### config.mk
export PLATFORM = sky130hd
export DESIGN_NAME = bram_byte2word_fifo_ctrl_flat
export DESIGN_NICKNAME = d
export VERILOG_FILES = /design/src/rtl/bram_byte2word_fifo_ctrl_if.sv /design/src/rtl/bram_byte2word_fifo_ctrl.sv /design/src/flat_wrapper.sv
export SDC_FILE = /design/constraint.sdc
export NUM_CORES = 1
export LEC_CHECK = 0
export ABC_AREA = 1
export BUFFER_PORTS_ARGS = -buffer_cell sky130_fd_sc_hd__buf_4
export CELL_PAD_IN_SITES_DETAIL_PLACEMENT = 1
export CELL_PAD_IN_SITES_GLOBAL_PLACEMENT = 1
export CORE_ASPECT_RATIO = 0.6
export CORE_UTILIZATION = 30
export CTS_CLUSTER_SIZE = 25
export DETAILED_ROUTE_END_ITERATION = 12
export PLACE_DENSITY_LB_ADDON = 0.2
export SYNTH_ARGS = -nofsm -noshare
export SYNTH_HDL_FRONTEND = slang
export SYNTH_SLANG_ARGS = --single-unit
### constraint.sdc
create_clock -name clk_i -period 4.3 [get_ports clk_i]
set_input_delay 0.645 -clock clk_i [delete_from_list [all_inputs] [get_ports clk_i]]
set_output_delay 0.645 -clock clk_i [all_outputs]
set_load 0.02 [all_outputs]
### src/rtl/bram_byte2word_fifo_ctrl_if.sv
// rtl/bram_byte2word_fifo_ctrl_if.sv - byte-in / word-out stream handshake bundle
interface bram_byte2word_fifo_ctrl_if;
  logic [7:0]  s_data;
  logic        s_par;
  logic        s_valid;
  logic        s_ready;
  logic [31:0] m_data;
  logic [3:0]  m_par;
  logic        m_valid;
  logic        m_ready;

  // Controller side: consumes bytes, produces words
  modport slave (
    input  s_data, s_par, s_valid, m_ready,
    output s_ready, m_data, m_par, m_valid
  );

  // Environment side: produces bytes, consumes words
  modport master (
    output s_data, s_par, s_valid, m_ready,
    input  s_ready, m_data, m_par, m_valid
  );
endinterface

### src/rtl/bram_byte2word_fifo_ctrl.sv
// rtl/bram_byte2word_fifo_ctrl.sv - byte-in word-out FIFO controller around a 2048x9 / 512x36 dual-port BRAM
module bram_byte2word_fifo_ctrl #(
  parameter int unsigned AFULL_BYTES  = 1792,
  parameter int unsigned AEMPTY_WORDS = 1
) (
  input  logic                             clk_i,
  input  logic                             rst_ni,
  input  logic                             flush_i,
  bram_byte2word_fifo_ctrl_if.slave        fifo_io,
  output logic [11:0]                      occ_o,
  output logic                             s_afull_o,
  output logic                             m_aempty_o,
  output logic [10:0]                      ram_addra_o,
  output logic [7:0]                       ram_dia_o,
  output logic                             ram_dipa_o,
  output logic                             ram_ena_o,
  output logic                             ram_wea_o,
  output logic                             ram_ssra_o,
  output logic [8:0]                       ram_addrb_o,
  output logic [31:0]                      ram_dib_o,
  output logic [3:0]                       ram_dipb_o,
  output logic                             ram_enb_o,
  output logic                             ram_web_o,
  output logic                             ram_ssrb_o,
  input  logic [31:0]                      ram_dob_i,
  input  logic [3:0]                       ram_dopb_i
);

  localparam logic [11:0] AFULL_Q  = 12'(AFULL_BYTES);
  localparam logic [9:0]  AEMPTY_Q = 10'(AEMPTY_WORDS);
  localparam logic [11:0] DEPTH_Q  = 12'd2048;

  logic [10:0] wr_ptr_q, wr_ptr_d;
  logic [8:0]  rd_ptr_q, rd_ptr_d;
  logic [11:0] cnt_q, cnt_d;
  logic        m_valid_q, m_valid_d;

  logic        full;
  logic        s_ready;
  logic        push;
  logic        consume;
  logic        issue;
  logic [9:0]  words_avail;

  // Handshake decode: the word sitting on M_* still counts in cnt, so it is
  // excluded from what may be issued; partial words never qualify.
  always_comb begin
    full        = (cnt_q == DEPTH_Q);
    s_ready     = !full && !flush_i;
    push        = fifo_io.s_valid && s_ready;
    consume     = m_valid_q && fifo_io.m_ready;
    words_avail = cnt_q[11:2] - {9'd0, m_valid_q};
    issue       = (words_avail != 10'd0) && (!m_valid_q || fifo_io.m_ready) && !flush_i;
  end

  // Next-state: pointers advance per push/issue, space is freed only on consume
  always_comb begin
    wr_ptr_d  = wr_ptr_q + {10'd0, push};
    rd_ptr_d  = rd_ptr_q + {8'd0, issue};
    cnt_d     = cnt_q + {11'd0, push} - (consume ? 12'd4 : 12'd0);
    m_valid_d = issue ? 1'b1 : (fifo_io.m_ready ? 1'b0 : m_valid_q);
    if (flush_i) begin
      wr_ptr_d  = '0;
      rd_ptr_d  = '0;
      cnt_d     = '0;
      m_valid_d = 1'b0;
    end
  end

  // State registers; async reset discards anything in flight
  always_ff @(posedge clk_i or negedge rst_ni) begin
    if (!rst_ni) begin
      wr_ptr_q  <= '0;
      rd_ptr_q  <= '0;
      cnt_q     <= '0;
      m_valid_q <= 1'b0;
    end else begin
      wr_ptr_q  <= wr_ptr_d;
      rd_ptr_q  <= rd_ptr_d;
      cnt_q     <= cnt_d;
      m_valid_q <= m_valid_d;
    end
  end

  // Output and RAM port drive; DOB holds while ENB is low, so M_DATA is stable on stall
  always_comb begin
    fifo_io.s_ready = s_ready;
    fifo_io.m_valid = m_valid_q;
    fifo_io.m_data  = ram_dob_i;
    fifo_io.m_par   = ram_dopb_i;

    occ_o       = cnt_q;
    s_afull_o   = (cnt_q >= AFULL_Q);
    m_aempty_o  = (cnt_q[11:2] <= AEMPTY_Q);

    ram_addra_o = wr_ptr_q;
    ram_dia_o   = fifo_io.s_data;
    ram_dipa_o  = fifo_io.s_par;
    ram_ena_o   = push;
    ram_wea_o   = push;
    ram_ssra_o  = 1'b0;

    ram_addrb_o = rd_ptr_q;
    ram_dib_o   = 32'd0;
    ram_dipb_o  = 4'd0;
    ram_enb_o   = issue;
    ram_web_o   = 1'b0;
    ram_ssrb_o  = 1'b0;
  end

endmodule

### src/flat_wrapper.sv
// flat-port wrapper written by rule: the top's interface ports become plain ports
module bram_byte2word_fifo_ctrl_flat 
#(
  parameter int unsigned AFULL_BYTES  = 1792,
  parameter int unsigned AEMPTY_WORDS = 1
)
  (clk_i, rst_ni, flush_i, occ_o, s_afull_o, m_aempty_o, ram_addra_o, ram_dia_o, ram_dipa_o, ram_ena_o, ram_wea_o, ram_ssra_o, ram_addrb_o, ram_dib_o, ram_dipb_o, ram_enb_o, ram_web_o, ram_ssrb_o, ram_dob_i, ram_dopb_i, fifo_io_s_data, fifo_io_s_par, fifo_io_s_valid, fifo_io_m_ready, fifo_io_s_ready, fifo_io_m_data, fifo_io_m_par, fifo_io_m_valid);
  bram_byte2word_fifo_ctrl_if fifo_io_i ();
  input  logic clk_i;
  input  logic rst_ni;
  input  logic flush_i;
  output logic [11:0] occ_o;
  output logic s_afull_o;
  output logic m_aempty_o;
  output logic [10:0] ram_addra_o;
  output logic [7:0] ram_dia_o;
  output logic ram_dipa_o;
  output logic ram_ena_o;
  output logic ram_wea_o;
  output logic ram_ssra_o;
  output logic [8:0] ram_addrb_o;
  output logic [31:0] ram_dib_o;
  output logic [3:0] ram_dipb_o;
  output logic ram_enb_o;
  output logic ram_web_o;
  output logic ram_ssrb_o;
  input  logic [31:0] ram_dob_i;
  input  logic [3:0] ram_dopb_i;
  input wire logic [$bits(fifo_io_i.s_data)-1:0] fifo_io_s_data;
  input wire logic [$bits(fifo_io_i.s_par)-1:0] fifo_io_s_par;
  input wire logic [$bits(fifo_io_i.s_valid)-1:0] fifo_io_s_valid;
  input wire logic [$bits(fifo_io_i.m_ready)-1:0] fifo_io_m_ready;
  output wire logic [$bits(fifo_io_i.s_ready)-1:0] fifo_io_s_ready;
  output wire logic [$bits(fifo_io_i.m_data)-1:0] fifo_io_m_data;
  output wire logic [$bits(fifo_io_i.m_par)-1:0] fifo_io_m_par;
  output wire logic [$bits(fifo_io_i.m_valid)-1:0] fifo_io_m_valid;
  assign fifo_io_i.s_data = fifo_io_s_data;
  assign fifo_io_i.s_par = fifo_io_s_par;
  assign fifo_io_i.s_valid = fifo_io_s_valid;
  assign fifo_io_i.m_ready = fifo_io_m_ready;
  assign fifo_io_s_ready = fifo_io_i.s_ready;
  assign fifo_io_m_data = fifo_io_i.m_data;
  assign fifo_io_m_par = fifo_io_i.m_par;
  assign fifo_io_m_valid = fifo_io_i.m_valid;
  bram_byte2word_fifo_ctrl #(.AFULL_BYTES(AFULL_BYTES), .AEMPTY_WORDS(AEMPTY_WORDS)) u_core (.clk_i(clk_i), .rst_ni(rst_ni), .flush_i(flush_i), .fifo_io(fifo_io_i), .occ_o(occ_o), .s_afull_o(s_afull_o), .m_aempty_o(m_aempty_o), .ram_addra_o(ram_addra_o), .ram_dia_o(ram_dia_o), .ram_dipa_o(ram_dipa_o), .ram_ena_o(ram_ena_o), .ram_wea_o(ram_wea_o), .ram_ssra_o(ram_ssra_o), .ram_addrb_o(ram_addrb_o), .ram_dib_o(ram_dib_o), .ram_dipb_o(ram_dipb_o), .ram_enb_o(ram_enb_o), .ram_web_o(ram_web_o), .ram_ssrb_o(ram_ssrb_o), .ram_dob_i(ram_dob_i), .ram_dopb_i(ram_dopb_i));
endmodule
==> summary.md <==
| Metric | Value |
|---|---|
| Worst hold-check path type | `in -> async` |
| Via count | `2408` |
| Synth area leader | `dfrtp_1` |
| Mapped cell area | `3120 um^2` |
| Sink Count | `33` |
| Status | `complete, no violations` |
| Simple-Gate Fraction of Synth Area | `22.7%` |
| Mean area per synthesized cell | `~7.4 um^2` |
| Cell Count, Final, Fillers Out | `approximately 560` |
| Die height | `81.0 um` |
| Max Freq | `around 0.33 GHz` |
| Share of cells above drive strength 1 | `between 15 and 20%` |
| CTS tree | `done` |
| Max_cap viols | `0` |
| Skew-Pair Late Insertion Delay | `0.28 ns` |
| Placer Congestion | `0.799` |
| Final ANT Viol Nets | `0` |
| Final Hold Fails | `0` |
| Ys Warns | `0` |
| Worst Skew | `roughly 0.0044 ns` |
| TritonRoute pass-1 iters | `4` |
| Final Power | `between 0.0015 and 0.002 W` |
| Synth top area cells | `dfrtp_1 26%, buf_4 20%, ha_1 13%` |
| Area of the core | `around 10000 um^2` |
| Clk pin slew, worst setup/hold paths | `~0.060 ns` |
| Mux contribution to synthesized area | `0%` |
| Synthesized-area fraction occupied by adder cells | `between 10% and 20%` |
| Number of vias per cell | `between 4 and 5` |
| Hold WS | `roughly 0.31 ns` |
| Pins Over Slew Limit | `0` |
| Cell count after synthesis | `around 420` |
| Number of buffers added on ports | `43` |
| Site Rows | `28` |
| Ys flop type | `dfrtp_1` |
| Maximum VDD drop | `around 0.16 mV` |
| Slew @ Worst Pin | `between 0.8 and 0.9 ns` |
| Total wire length | `roughly 7500 um` |
| Final setup vio count | `0` |
| Initial drt markers | `66` |
| Die ar. | `~11000 um^2` |
| Remaining routing DRC violations | `0` |
| Synthesized flop and latch total | `33` |
| Clock Path Buffers | `2` |
| Chip width | `about 130 um` |
| Total I/O pin count | `about 170` |
| Root Driver | `clkbuf_16` |
| Most frequent cell after synthesis | `buf_4` |
| Slew headroom | `45.5%` |
| Distinct cells, synth | `33` |
| XOR/XNOR share of the synthesized area | `less than 1%` |
| Setup crit start kind | `flip-flop` |
| RSZ-0062 raised after global routing | `false` |
| Initial antenna violation count | `0` |
| Global-route wire length before repair | `11800 um` |
| Post-CTS setup buffers | `0` |
| PwrDens | `594 nW/um^2` |
| Synth top cells by count | `85 x buf_4, 69 x nand2_1, 50 x inv_1, 40 x nor2_1` |
| CP Max Fanout | `8` |
| Register area share after synthesis | `about a quarter` |
| Avg WL per Cell | `13.5 um` |
| Final core occ | `32.5%` |
| Leak Pwr | `roughly 1.7 nW` |
| Post-synthesis compound-gate area fraction | `under 10%` |
| Initial core utilization | `between 30 and 40%` |
| Crit share post-route | `between 70% and 80%` |
| CP endpoint kind | `flip-flop` |
| Top cell type's share of synthesized area | `26.5%` |
| Post-synth EDFFs | `0` |
| Total negative slack | `0 ns` |
| DP Wirelength | `6050 um` |
| GRT overflow | `0` |
| Main combinational cell family by area after synthesis | `buffers and inverters` |
| CTS buffer count | `5` |
| Fillers | `approximately 1.3k` |
| NumNets Final | `~500` |
| Post-CTS Resized | `0` |
| Crit path DAT | `~3.2 ns` |
| Final period demand of the worst path | `3.01 ns` |
| # placed instances | `approximately 550` |
| Setup Crit Path Kind | `reg -> reg` |
| Pin count of the biggest net entering global routing | `34` |
| Vias in the first global route | `2231` |
| Tot GR Track Use | `between 10% and 20%` |
| Async SR Flop Fraction | `100%` |
| WP data required | `roughly 4.5 ns` |
| # hold bufs at CTS | `0` |
| H-tree Lvls | `2` |
| Area Overhead vs Synth | `3.93%` |
| N_diodes | `0` |
[flip-flops by register name, indices dropped and copies added, names as in the netlist]
name	count
u_core.fifo_io.m_valid	1
u_core.ram_addrb_o	9
u_core.occ_o	12
u_core.ram_addra_o	11
[layout by cell type, fill, tap and decap left out, types with 2 or more instances in the layout]
cell,n
o21ai_1,4
o21bai_1,2
dfrtp_1,33
nor2_1,40
nand4_1,6
nor2_2,6
ha_1,33
a21oi_1,27
nand3_2,3
buf_4,43
nand3_1,16
o21ai_0,16
clkbuf_16,5
clkbuf_8,2
nor3_1,5
conb_1,39
inv_1,50
nand2_1,69
inv_2,7
nand3b_1,2
[worst max-delay path: stages, from the launching register on]
cell and delay (ns):
dfrtp_1 0.40, inv_1 0.21, ha_1 0.45, nand2_4 0.12
o21ai_2 0.20, nand3_1 0.09, nand2_1 0.09, nor2_2 0.05
a21oi_1 0.18, ha_1 0.23, ha_1 0.19, nand2_1 0.07
inv_2 0.06, nand2_1 0.08, nor2_2 0.10, nand3_1 0.12
nor3b_1 0.20, nor2_1 0.07
[power breakdown]
| part | switching (W) | total [W] | internal [W] | leakage, nW |
|---|---|---|---|---|
| Clock | 0.000140 | 0.000386 | 0.000245 | 0.0799 |
| Combinational | 0.000742 | 0.00113 | 0.000383 | 1.20 |
| Sequential | 0.0000619 | 0.000418 | 0.000356 | 0.444 |
| Total | 0.000944 | 0.00193 | 0.000985 | 1.73 |
[logic make-up (layout without fill, tap and decap cells)]
group / count (synthesis) / in the layout
adder cells (fa/ha/maj): 33 / 33
AO/OA/AOI/OAI: 51 / 51
AND/OR/NAND/NOR: 154 / 154
XOR/XNOR: 2 / 2
flip-flops: 33 / 33
other: 1 / 39
buffers and inverters: 147 / 109
[metrics by stage]
stage | area, um^2 | setup slack, ns
global placement | 3090 | 1.25
global route | 3240 | 0.974
CTS | 3240 | 1.26
detailed placement | 3090 | 1.05
finish | 3240 | 1.29
floorplan | 3260 | 1.45
[routing by layer]
metal / global-route usage, % / part of all wire [%] / wire length, um
met2: 18.9 / 38 / 2820
met1: 22.2 / 57 / 4290
met3: 3.68 / 4.5 / 336
met5: 0 / 0 / 0
met4: 3.18 / 0.77 / 58
[path summary, 6_finish.rpt]
check	cells past startpoint	slack, ns	to	start
max	17	1.29	u_core.ram_addrb_o[8]	u_core.occ_o[2]
min	1	0.31	u_core.ram_addra_o[10]	rst_ni
max reg2reg	17	1.29	u_core.ram_addrb_o[8]	u_core.occ_o[2]
min reg2reg	2	0.56	u_core.ram_addra_o[10]	u_core.ram_addra_o[10]
max in group asynchronous	1	3.66	u_core.ram_addrb_o[4]	rst_ni
min in group clk_i	2	0.56	u_core.ram_addra_o[10]	u_core.ram_addra_o[10]
[layout make-up]
cell class                      instances  area [um^2]  area share (%)
Tap cell                              135          169            5.21
Clock inverter                          1         5.00           0.154
Sequential cell                        33          826            25.5
Timing Repair Buffer                   43          323            9.95
Multi-Input combinational cell        279         1550            47.8
Inverter                               58          218            6.71
Clock buffer                            7          153            4.70
Note: power is estimated with default switching activity, not from simulation.
